--- src/rtl/gumnut_port_timer.sv ---
// Port-bus timer responder: 5-register window with a prescaled down-counter and interrupt request.
// Latency: one wait state; port_ack_o rises one cycle after a selected strobe. Read data is registered with the ack.
// Backpressure: a held strobe is acked every other cycle; unselected cycles get no ack and drive zero data.
module gumnut_port_timer #(
    parameter logic [7:0] BASE_ADDR  = 8'h10,
    parameter logic [7:0] RST_RELOAD = 8'hFF
) (
    input  logic       clk,
    input  logic       rst,
    input  logic       port_cyc_i,
    input  logic       port_stb_i,
    input  logic       port_we_i,
    input  logic [7:0] port_adr_i,
    input  logic [7:0] port_dat_i,
    output logic [7:0] port_dat_o,
    output logic       port_ack_o,
    output logic       int_req_o,
    input  logic       int_ack_i,
    output logic       expire_o
);

    // Address decode: the window is BASE_ADDR..BASE_ADDR+4
    logic [7:0] offset;
    logic       sel;
    logic       start;
    logic       wr;
    logic       rd;
    logic       wr_ctrl;
    logic       wr_status;
    logic       wr_reload;
    logic       wr_prescale;

    assign offset      = port_adr_i - BASE_ADDR;
    assign sel         = port_cyc_i & port_stb_i & (offset < 8'd5);
    // A transfer starts only when no ack is pending, giving the single wait state
    assign start       = sel & ~port_ack_o;
    assign wr          = start & port_we_i;
    assign rd          = start & ~port_we_i;
    assign wr_ctrl     = wr & (offset == 8'd0);
    assign wr_status   = wr & (offset == 8'd1);
    assign wr_reload   = wr & (offset == 8'd2);
    assign wr_prescale = wr & (offset == 8'd4);

    // Timer state
    logic       en;
    logic       ie;
    logic       auto_rl;
    logic       exp_flag;
    logic [7:0] reload;
    logic [7:0] count;
    logic [7:0] prescale;
    logic [7:0] pcnt;
    logic       tick;
    logic       expiry;
    logic [7:0] rdata;

    assign tick   = en & (pcnt == prescale);
    assign expiry = tick & (count == 8'd0);

    // Read mux of the register bank, sampled at the edge that raises the ack
    always_comb begin
        rdata = 8'h00;
        case (offset)
            8'd0:    rdata = {5'b0, auto_rl, ie, en};
            8'd1:    rdata = {7'b0, exp_flag};
            8'd2:    rdata = reload;
            8'd3:    rdata = count;
            8'd4:    rdata = prescale;
            default: rdata = 8'h00;
        endcase
    end

    // Bus handshake: registered ack and read data, zero data whenever not acking a read
    always_ff @(posedge clk or posedge rst) begin
        if (rst) begin
            port_ack_o <= 1'b0;
            port_dat_o <= 8'h00;
        end else begin
            port_ack_o <= start;
            port_dat_o <= rd ? rdata : 8'h00;
        end
    end

    // Prescaler: free-runs while enabled, restarts on RELOAD write or on enabling the timer
    always_ff @(posedge clk or posedge rst) begin
        if (rst) begin
            pcnt <= 8'h00;
        end else if (wr_reload || (wr_ctrl && port_dat_i[0] && !en)) begin
            pcnt <= 8'h00;
        end else if (en) begin
            pcnt <= tick ? 8'h00 : pcnt + 8'd1;
        end
    end

    // Down-counter and RELOAD/PRESCALE registers; a RELOAD write overrides the tick
    always_ff @(posedge clk or posedge rst) begin
        if (rst) begin
            reload   <= RST_RELOAD;
            count    <= RST_RELOAD;
            prescale <= 8'h00;
        end else begin
            if (wr_reload) begin
                reload <= port_dat_i;
                count  <= port_dat_i;
            end else if (tick) begin
                if (count != 8'd0)
                    count <= count - 8'd1;
                else if (auto_rl)
                    count <= reload;
            end
            if (wr_prescale)
                prescale <= port_dat_i;
        end
    end

    // Control and status: the tick always sees the old AUTO; one-shot expiry stops the timer
    always_ff @(posedge clk or posedge rst) begin
        if (rst) begin
            en       <= 1'b0;
            ie       <= 1'b0;
            auto_rl  <= 1'b0;
            exp_flag <= 1'b0;
            expire_o <= 1'b0;
        end else begin
            expire_o <= expiry;
            if (wr_ctrl)
                {auto_rl, ie, en} <= port_dat_i[2:0];
            else if (expiry && !auto_rl)
                en <= 1'b0;
            // Setting the flag wins over a simultaneous write-1-clear
            if (expiry)
                exp_flag <= 1'b1;
            else if (wr_status && port_dat_i[0])
                exp_flag <= 1'b0;
        end
    end

    // Interrupt request: raised the edge after an expiry, dropped by int_ack or by clearing IE
    always_ff @(posedge clk or posedge rst) begin
        if (rst)
            int_req_o <= 1'b0;
        else if (wr_ctrl && !port_dat_i[1])
            int_req_o <= 1'b0;
        else if (expire_o && ie)
            int_req_o <= 1'b1;
        else if (int_ack_i)
            int_req_o <= 1'b0;
    end

endmodule

--- config.mk ---
export PLATFORM = sky130hd
export DESIGN_NAME = gumnut_port_timer
export DESIGN_NICKNAME = d
export VERILOG_FILES = /design/src/rtl/gumnut_port_timer.sv
export SDC_FILE = /design/constraint.sdc
export NUM_CORES = 1
export LEC_CHECK = 0
export ABC_AREA = 0
export CORE_MARGIN = 8
export CORE_UTILIZATION = 35
export DETAILED_ROUTE_END_ITERATION = 16
export PLACE_DENSITY_LB_ADDON = 0.1
export RECOVER_POWER = 25
export SLEW_MARGIN = 10
export SYNTH_ARGS = -nofsm -noshare
export SYNTH_HDL_FRONTEND = slang
export SYNTH_SLANG_ARGS = --single-unit
--- constraint.sdc ---
create_clock -name clk -period 4.4 [get_ports clk]
set_input_delay 0.66 -clock clk [delete_from_list [all_inputs] [get_ports clk]]
set_output_delay 0.66 -clock clk [all_outputs]
set_load 0.1 [all_outputs]
==> out/summary.md, run 1 <==
After layout, the minimum clock period comes to 2780 ps. The core area is 7570 um2, and the area share of the leading cell type in the synthesized netlist is 0.289. In this run the worst hold path is classified as register to register. The tools report the maximum frequency from static timing analysis as 0.360 GHz. The fraction of layout cells with a size suffix above 1 came out at 0.119. The clock-pin slew reported for the worst setup and hold paths after clock tree synthesis is 90 ps, and the met2 track demand over resource is 0.237. Dividing the detail-routed via count by the number of cells gives 5.38. For this block, the initial DRC count from the detailed router was 88. The count of buffers from port buffering works out to 32.

The clock passes through at most 2 buffers. The tools report the met1 track utilization from global routing as 0.187. By area, the combinational part of the netlist is dominated by simple AND/OR/NAND/NOR gates. The completed layout was analyzed and its total power is 0.898 mW. The post-layout net count is 327.

The tools report the count of pins on the block boundary as 33. The run gives 48 as the final-report max-slew violation count. The worst setup path is captured at a register. The post-route fraction of the period consumed by the critical path works out to 0.631. The headroom to the max-slew limit was -0.217. The die height was 104 um. The maximum number of pins on one net before global-route repair is 48, and the XOR/XNOR share of the synthesized area is 0.0326. TritonCTS built the clock tree.

The final standard cell utilization of the core was 0.422. For this run, design rule violations remaining after detail routing come to 0. The total wire length after detailed routing was 7.60 mm. The routing usage on met3 is 0.0347. Of all cell types, the one taking the most synthesized area is sky130_fd_sc_hd__dfrtp_1. Averaged over all synthesized cells, the footprint is 9.84 um2.

In this run the worst path has a maximum fanout of 12. Number of gates given a new drive strength after cts: 0. The share of synthesized area occupied by flip-flops and latches came out at 0.445. The detailed-route via count was 2177. In this run, post-CTS hold repair placed 0 buffers. Ranked by total cell area, the synthesized netlist is headed by sky130_fd_sc_hd__dfrtp_1 29%, sky130_fd_sc_hd__dfstp_2 16%, sky130_fd_sc_hd__nand2_1 4.9%, sky130_fd_sc_hd__mux2_1 4.2%, sky130_fd_sc_hd__mux2i_1 4.1%. The peak ir drop on the vdd network was 133 uV; the number of clock sinks was 47. STA puts the critical path data required time at 4590 ps. STA classifies the critical path startpoint as an input port. For the pin with the worst max-slew slack, the measured transition is 1820 ps. The number of max-cap violations is 1, and the depth of the CTS H-tree is 2. For this design the static power due to leakage is 1.34 nW. The logs give 2000 ps for the internal reg-to-reg setup slack and 2255 for the via count of the first global-routing pass. The netlist uses 55 different library cells. The initial cell density of the core was 0.355; the width of the die was 104 um.

The number of flops mapped to enable cells by yosys came out at 0. The critical path is of the input port to register type. The run finished, with violations left. The run gives 298 as the synthesized net count. Leaving out fill and tap cells, the most frequent cell in the layout is sky130_fd_sc_hd__nand2_1.

For the worst-skew pair, the clock arrives at the later sink with an insertion delay of 300 ps. Clock tree root driver cell: sky130_fd_sc_hd__clkbuf_8. The number of antenna violations at the first check in global routing is 0, and the number of hold violations in the final report is 0.

The logs give 32 for the number of rows in the core area and 0 for the post-CTS setup buffer count. The synthesis-to-finish area growth is 18.9%. Between clock sinks in the finished design, the worst skew comes to 9.52 ps.

For this design the ratio of total power to cell area is 281 nW/um2. Setup violations remaining at the end of the flow were counted as 0. For the overall fraction of global-route tracks in use, the log shows 0.146. The detail route stage leaves a number of antenna-violating nets equal to 0. The first global-routing pass estimated 12.7 mm of wire. The portion of netlist area occupied by mux cells came out at 0.0912.

The mapped netlist covers 2690 um2. The tools report the worst hold slack after final layout as 476 ps. The most frequently used flop master after synthesis is sky130_fd_sc_hd__dfrtp_1. For the overall die area, the log shows 10700 um2. Leaving out fill and tap cells, the most frequent cells in the layout are 35 x sky130_fd_sc_hd__nand2_1, 31 x sky130_fd_sc_hd__dfrtp_1, 31 x sky130_fd_sc_hd__clkdlybuf4s50_1. The fraction of registers with async set or reset after synthesis came out at 1.00. Global-route layer with the greatest usage: met2.

After global routing the overflow that remains totals 0. Compound-cell area share of the yosys netlist: 0.167. Synthesized-area fraction occupied by adder cells: 0.0140. For the number of standard cells after synthesis, the log shows 273. The simple logic cell fraction of the synthesized area is 0.209. The worst path arrival time was 2960 ps. The checks that failed: capacitance limit, slew limit. The first detailed-routing pass took 4 iterations. The tools report the global placement routability congestion as 0.797. Average routed wire per standard cell: 18.8 um. Detailed placement ended at an HPWL of 5.57 mm. The final-layout fill cell count was 757.

The number of buffers created by CTS is 5. Yosys printed 0 warnings. For the final routed database, the setup TNS stands at 0 ps. 0 antenna diodes ended up in the layout. Setup repair after global routing left no endpoint under its margin. The synthesized design contains 47 register bits.
-- metal layers --
metal	wire length [um]	share of wire	up-vias
li1	-	-	1055
met1	3600	0.47	1058
met4	114	0.015	0
met2	3520	0.46	53
met5	0	0	-
met3	366	0.048	11
-- per-stage QoR --
stage | cells | area, um2 | setup slack (ps)
CTS | 405 | 3190 | 1620
global route | 405 | 3190 | 1450
floorplan | 273 | 2690 | 2020
detailed placement | 397 | 3090 | 1310
global placement | 397 | 3090 | 1320
finish | 405 | 3190 | 1630
-- cell families after synthesis --
| group | after synthesis |
|---|---|
| simple gates | 107 |
| compound gates | 59 |
| flops | 47 |
| buf+inv | 24 |
| mux | 23 |
| xor+xnor | 10 |
| fa+ha+maj | 3 |
-- critical path, cell delays in order --
cell and delay, ps:
sky130_fd_sc_hd__clkdlybuf4s50_1 810, sky130_fd_sc_hd__nor2b_1 500, sky130_fd_sc_hd__nand4_1 160, sky130_fd_sc_hd__buf_4 220
sky130_fd_sc_hd__nand2_1 150, sky130_fd_sc_hd__nor2_1 130, sky130_fd_sc_hd__a221o_1 320
-- synth_stat cells, drive strengths merged, types with 4 or more instances --
master and number:
a22o 4, o21ai 11, xnor2 10, a21oi 8, nand4 4, dfrtp 31, a32o 5, nand2 35
a22oi 8, nor3 12, nor2b 4, inv 10, mux2 12, buf 5, dfstp 16, nor2 20
clkbuf 9, nand3 7, mux2i 11, nor4 5
-- final cells by class --
| type | count | area [um2] | area share |
|---|---|---|---|
| timing repair buffer | 36 | 350 | 0.110 |
| sequential | 47 | 1200 | 0.374 |
| multi-input combinational | 202 | 1380 | 0.433 |
| inverter | 10 | 37.5 | 0.0118 |
| tap | 102 | 128 | 0.0400 |
| clock buffer | 8 | 100 | 0.0313 |
-- power by group --
group          switching [mW]  internal [mW]
Clock                   0.145          0.144
Combinational          0.0613         0.0561
Sequential             0.0328          0.459
Total                   0.239          0.659
-- flip-flops by register name, summed over array words and instances, names as in the netlist, 8 cells and up --
name	count
port_dat_o	8
count	8
reload	8
pcnt	8
prescale	8
-- final timing paths --
kind	cells after the start	end	start
max in group asynchronous	2	pcnt[2]$_DFFE_PP0P_	rst
hold / removal	2	reload[2]$_DFFE_PP1P_	reload[2]$_DFFE_PP1P_
min in group asynchronous	2	port_dat_o[2]$_DFF_PP0_	rst
setup reg to reg	7	count[4]$_DFFE_PP1P_	count[0]$_DFFE_PP1P_
setup / recovery	7	pcnt[7]$_DFFE_PP0P_	port_adr_i[1]
hold reg to reg	2	reload[2]$_DFFE_PP1P_	reload[2]$_DFFE_PP1P_
Note: power is estimated with default switching activity, not from simulation.
==> run 2, diff against run 1 <==
Clock period 4.4 ns to 2.9 ns, I/O delays scaled along.
==> run 2 against run 1 <==
Net effect: the flow now finishes without violations; worst hold slack got worse by 1.4 ps; total power grew 49%; first-iteration DRC count grew 33%; routed wire length shrank 1.5%; design area increased by 0.20%; core utilization rose by 0.083 points; non-clock buffer count up 6; combinational power rose by 54%.
==> out/summary.md, run 2 (synthesis results as in run 1) <==
The run gives 2600 ps (was 2960 ps) as the worst path arrival time. Post-detailed-route via-to-cell ratio: 5.40 (was 5.38). For the global placement routability congestion, the log shows 0.791 (was 0.797). The launch point of the worst reg-to-reg path is count[0]$_DFFE_PP1P_ (unchanged).

The run gives 48 (unchanged) as the maximum number of pins on one net before global-route repair. The flow ran to the end, and the final reports show no timing, DRC or antenna violations. The tools report the post-CTS setup buffer count as 0 (unchanged). The logs give 215 uV (was 133 uV) for the peak ir drop on the vdd network and 2 (unchanged) for the depth of the CTS H-tree.

The startpoint of the worst setup timing path was count[0]$_DFFE_PP1P_ (was port_adr_i[1]). The tools report the initial cell density of the core as 0.355 (unchanged). The run gives 33 (unchanged) as the count of pins on the block boundary.

The tools report the overall fraction of global-route tracks in use as 0.141 (was 0.146). The average routed wire per standard cell is 18.2 um (was 18.8 um), and the via count of the first global-routing pass is 2241 (was 2255). The headroom to the max-slew limit is 0.207 (was -0.217), and the power share of the sequential group is 0.556 (was 0.548).

The first-pass GRT wire length is 12.3 mm (was 12.7 mm). For the total half-perimeter wirelength after legalization and detailed placement, the log shows 5.58 mm (was 5.57 mm). Commonest non-fill, non-tap cells in the layout: 35 x sky130_fd_sc_hd__nand2_1, 31 x sky130_fd_sc_hd__dfrtp_1, 20 x sky130_fd_sc_hd__nor2_1, 20 x sky130_fd_sc_hd__clkdlybuf4s50_1, 20 x sky130_fd_sc_hd__buf_4 (was 35 x sky130_fd_sc_hd__nand2_1, 31 x sky130_fd_sc_hd__dfrtp_1, 31 x sky130_fd_sc_hd__clkdlybuf4s50_1). The switching power share of the total came out at 0.270 (was 0.266).

The die height was 104 um (unchanged); the post-layout net count was 333 (was 327). For the final worst setup slack, the log shows 529 ps (was 1630 ps). The clock tree root driver cell was sky130_fd_sc_hd__clkbuf_8 (unchanged).

The core area was 7570 um2 (unchanged); the total inserted antenna cells was 0 (unchanged). The combinational fraction of design power is 0.135 (was 0.131). The number of routed nets with antenna violations is 0 (unchanged). The width of the die was 104 um (unchanged).

The fraction of layout cells with a size suffix above 1 came out at 0.172 (was 0.119). The tools report the final-report max-slew violation count as 0 (was 48). The power density of the placed cells is 418 nW/um2 (was 281 nW/um2).

The run gives 0 (unchanged) as the number of gates given a new drive strength after cts. Setup repair after global routing left no endpoint under its margin. The tools report the hold path startpoint as reload[5]$_DFFE_PP1P_ (was reload[2]$_DFFE_PP1P_).

The post-placement setup slack was 242 ps (was 1310 ps); the global route total overflow was 0 (unchanged). The tools report the number of search-and-repair iterations in the first detailed-routing pass as 4 (unchanged). The logs give 0 (was 1) for the number of max-cap violations and 0 (unchanged) for the hold-fix buffer count after cts.

The commonest non-fill, non-tap cell in the layout was sky130_fd_sc_hd__nand2_1 (unchanged). TritonCTS built the clock tree. Start-to-end type of the worst setup path: register to register (was input port to register).

The number of remaining DRC errors is 0 (unchanged), and the share of total power in the clock network is 0.309 (was 0.322). The logs give 47 (unchanged) for the number of clock sinks and 0.976 mW (was 0.659 mW) for the cell internal power dissipation. Net load switching power: 0.361 mW (was 0.239 mW). The count of buffers from port buffering was 32 (unchanged); the setup-violating endpoint count in the final report was 0 (unchanged).

The reported leakage power is 1.38 nW (was 1.34 nW), and the setup skew after layout is 17.6 ps (was 9.52 ps). The tools report the final sum of negative setup slack as 0 ps (unchanged). The clock-pin slew reported for the worst setup and hold paths after clock tree synthesis is 100 ps (was 90 ps), and the largest fanout of any net on the critical path is 9 (was 12). For the final standard cell utilization of the core, the log shows 0.423 (was 0.422). Sort of element at the start of the critical path: a register (was an input port). The class of the worst hold path is register to register (unchanged).

Number of rows in the core area: 32 (unchanged). The endpoint kind of the worst setup timing path is a register (unchanged). The tools report the number of DRC markers after the initial detailed-route iteration as 117 (was 88).

The post-route fraction of the period consumed by the critical path works out to 0.818. Number of antenna violations at the first check in global routing: 0 (unchanged). The tools report the detailed-route via count as 2221 (was 2177). Final critical delay including setup and external delays: 2370 ps. The required time reported for the critical path endpoint is 3130 ps (was 4590 ps).

Overall die area: 10700 um2 (unchanged). The measured slew at the worst slew-check pin is 1190 ps (was 1820 ps). The tools report the number of buffers created by CTS as 5 (unchanged).

The buffer depth of the longest clock path was 2 (unchanged); the synthesis-to-finish area growth was 19.1% (was 18.9%). The number of hold violations in the final report is 0 (unchanged), and the insertion delay to the later sink of the worst-skew pair is 310 ps (was 300 ps). The run gives 0.422 GHz as the maximum frequency from static timing analysis. The total wire length after detailed routing is 7.49 mm (was 7.60 mm).
[run 2: changes by cell type in the layout (fill, tap and decap cells not counted)]
cell                              delta
sky130_fd_sc_hd__clkbuf_2            +1
sky130_fd_sc_hd__clkinv_1            +1
sky130_fd_sc_hd__buf_4              +16
sky130_fd_sc_hd__inv_1               -1
sky130_fd_sc_hd__clkdlybuf4s50_1    -11
sky130_fd_sc_hd__clkbuf_8            -1
sky130_fd_sc_hd__clkinv_2            +1
[run 2: worst paths after layout]
check | slack (ps) | end | cells past startpoint
min in group asynchronous | 960 | port_dat_o[2]$_DFF_PP0_ | 3
hold / removal | 470 | reload[5]$_DFFE_PP1P_ | 2
max in group asynchronous | 1210 | pcnt[7]$_DFFE_PP0P_ | 3
hold reg to reg | 470 | reload[5]$_DFFE_PP1P_ | 2
setup / recovery | 530 | count[4]$_DFFE_PP1P_ | 7
setup reg to reg | 530 | count[4]$_DFFE_PP1P_ | 7
[run 2: cell type report]
cell class / count / area (um2)
tap: 102 / 128
fill: 733 / 4370
clock buffer: 7 / 86.3
sequential: 47 / 1200
inverter: 10 / 37.5
clock inverter: 1 / 5.00
timing repair buffer: 42 / 365
multi-input combinational: 202 / 1380
[run 2: critical path, cell delays in order, from the launching register on]
cell and delay [ps]:
sky130_fd_sc_hd__dfstp_2 630, sky130_fd_sc_hd__inv_1 100, sky130_fd_sc_hd__ha_1 240, sky130_fd_sc_hd__or3b_2 340
sky130_fd_sc_hd__o311ai_4 120, sky130_fd_sc_hd__nor3_4 430, sky130_fd_sc_hd__mux2i_1 150, sky130_fd_sc_hd__mux2_2 280
[run 2: through the flow]
step	hold slack (ps)	power (mW)	cell area, um2	std cells
finish	474	1.34	3200	411
detailed placement	458	0.939	3120	403
CTS	472	1.35	3220	411
global route	486	1.41	3200	411
floorplan	439	0.858	2690	273
global placement	456	0.939	3120	403
[run 2: power by group through the flow]
stage                     registers (mW)  clock network [mW]  logic (mW)
final                              0.744               0.413       0.180
after global routing               0.749               0.454       0.202
after CTS                          0.743               0.425       0.185
after detailed placement           0.755                   0       0.184
after global placement             0.756                   0       0.183
after floorplan                    0.731                   0       0.127
[run 2: routing by layer]
layer	global-route usage	wire (um)
met1	0.185	3490
met2	0.222	3500
met3	0.0415	426
met4	0.0346	70
met5	0	0
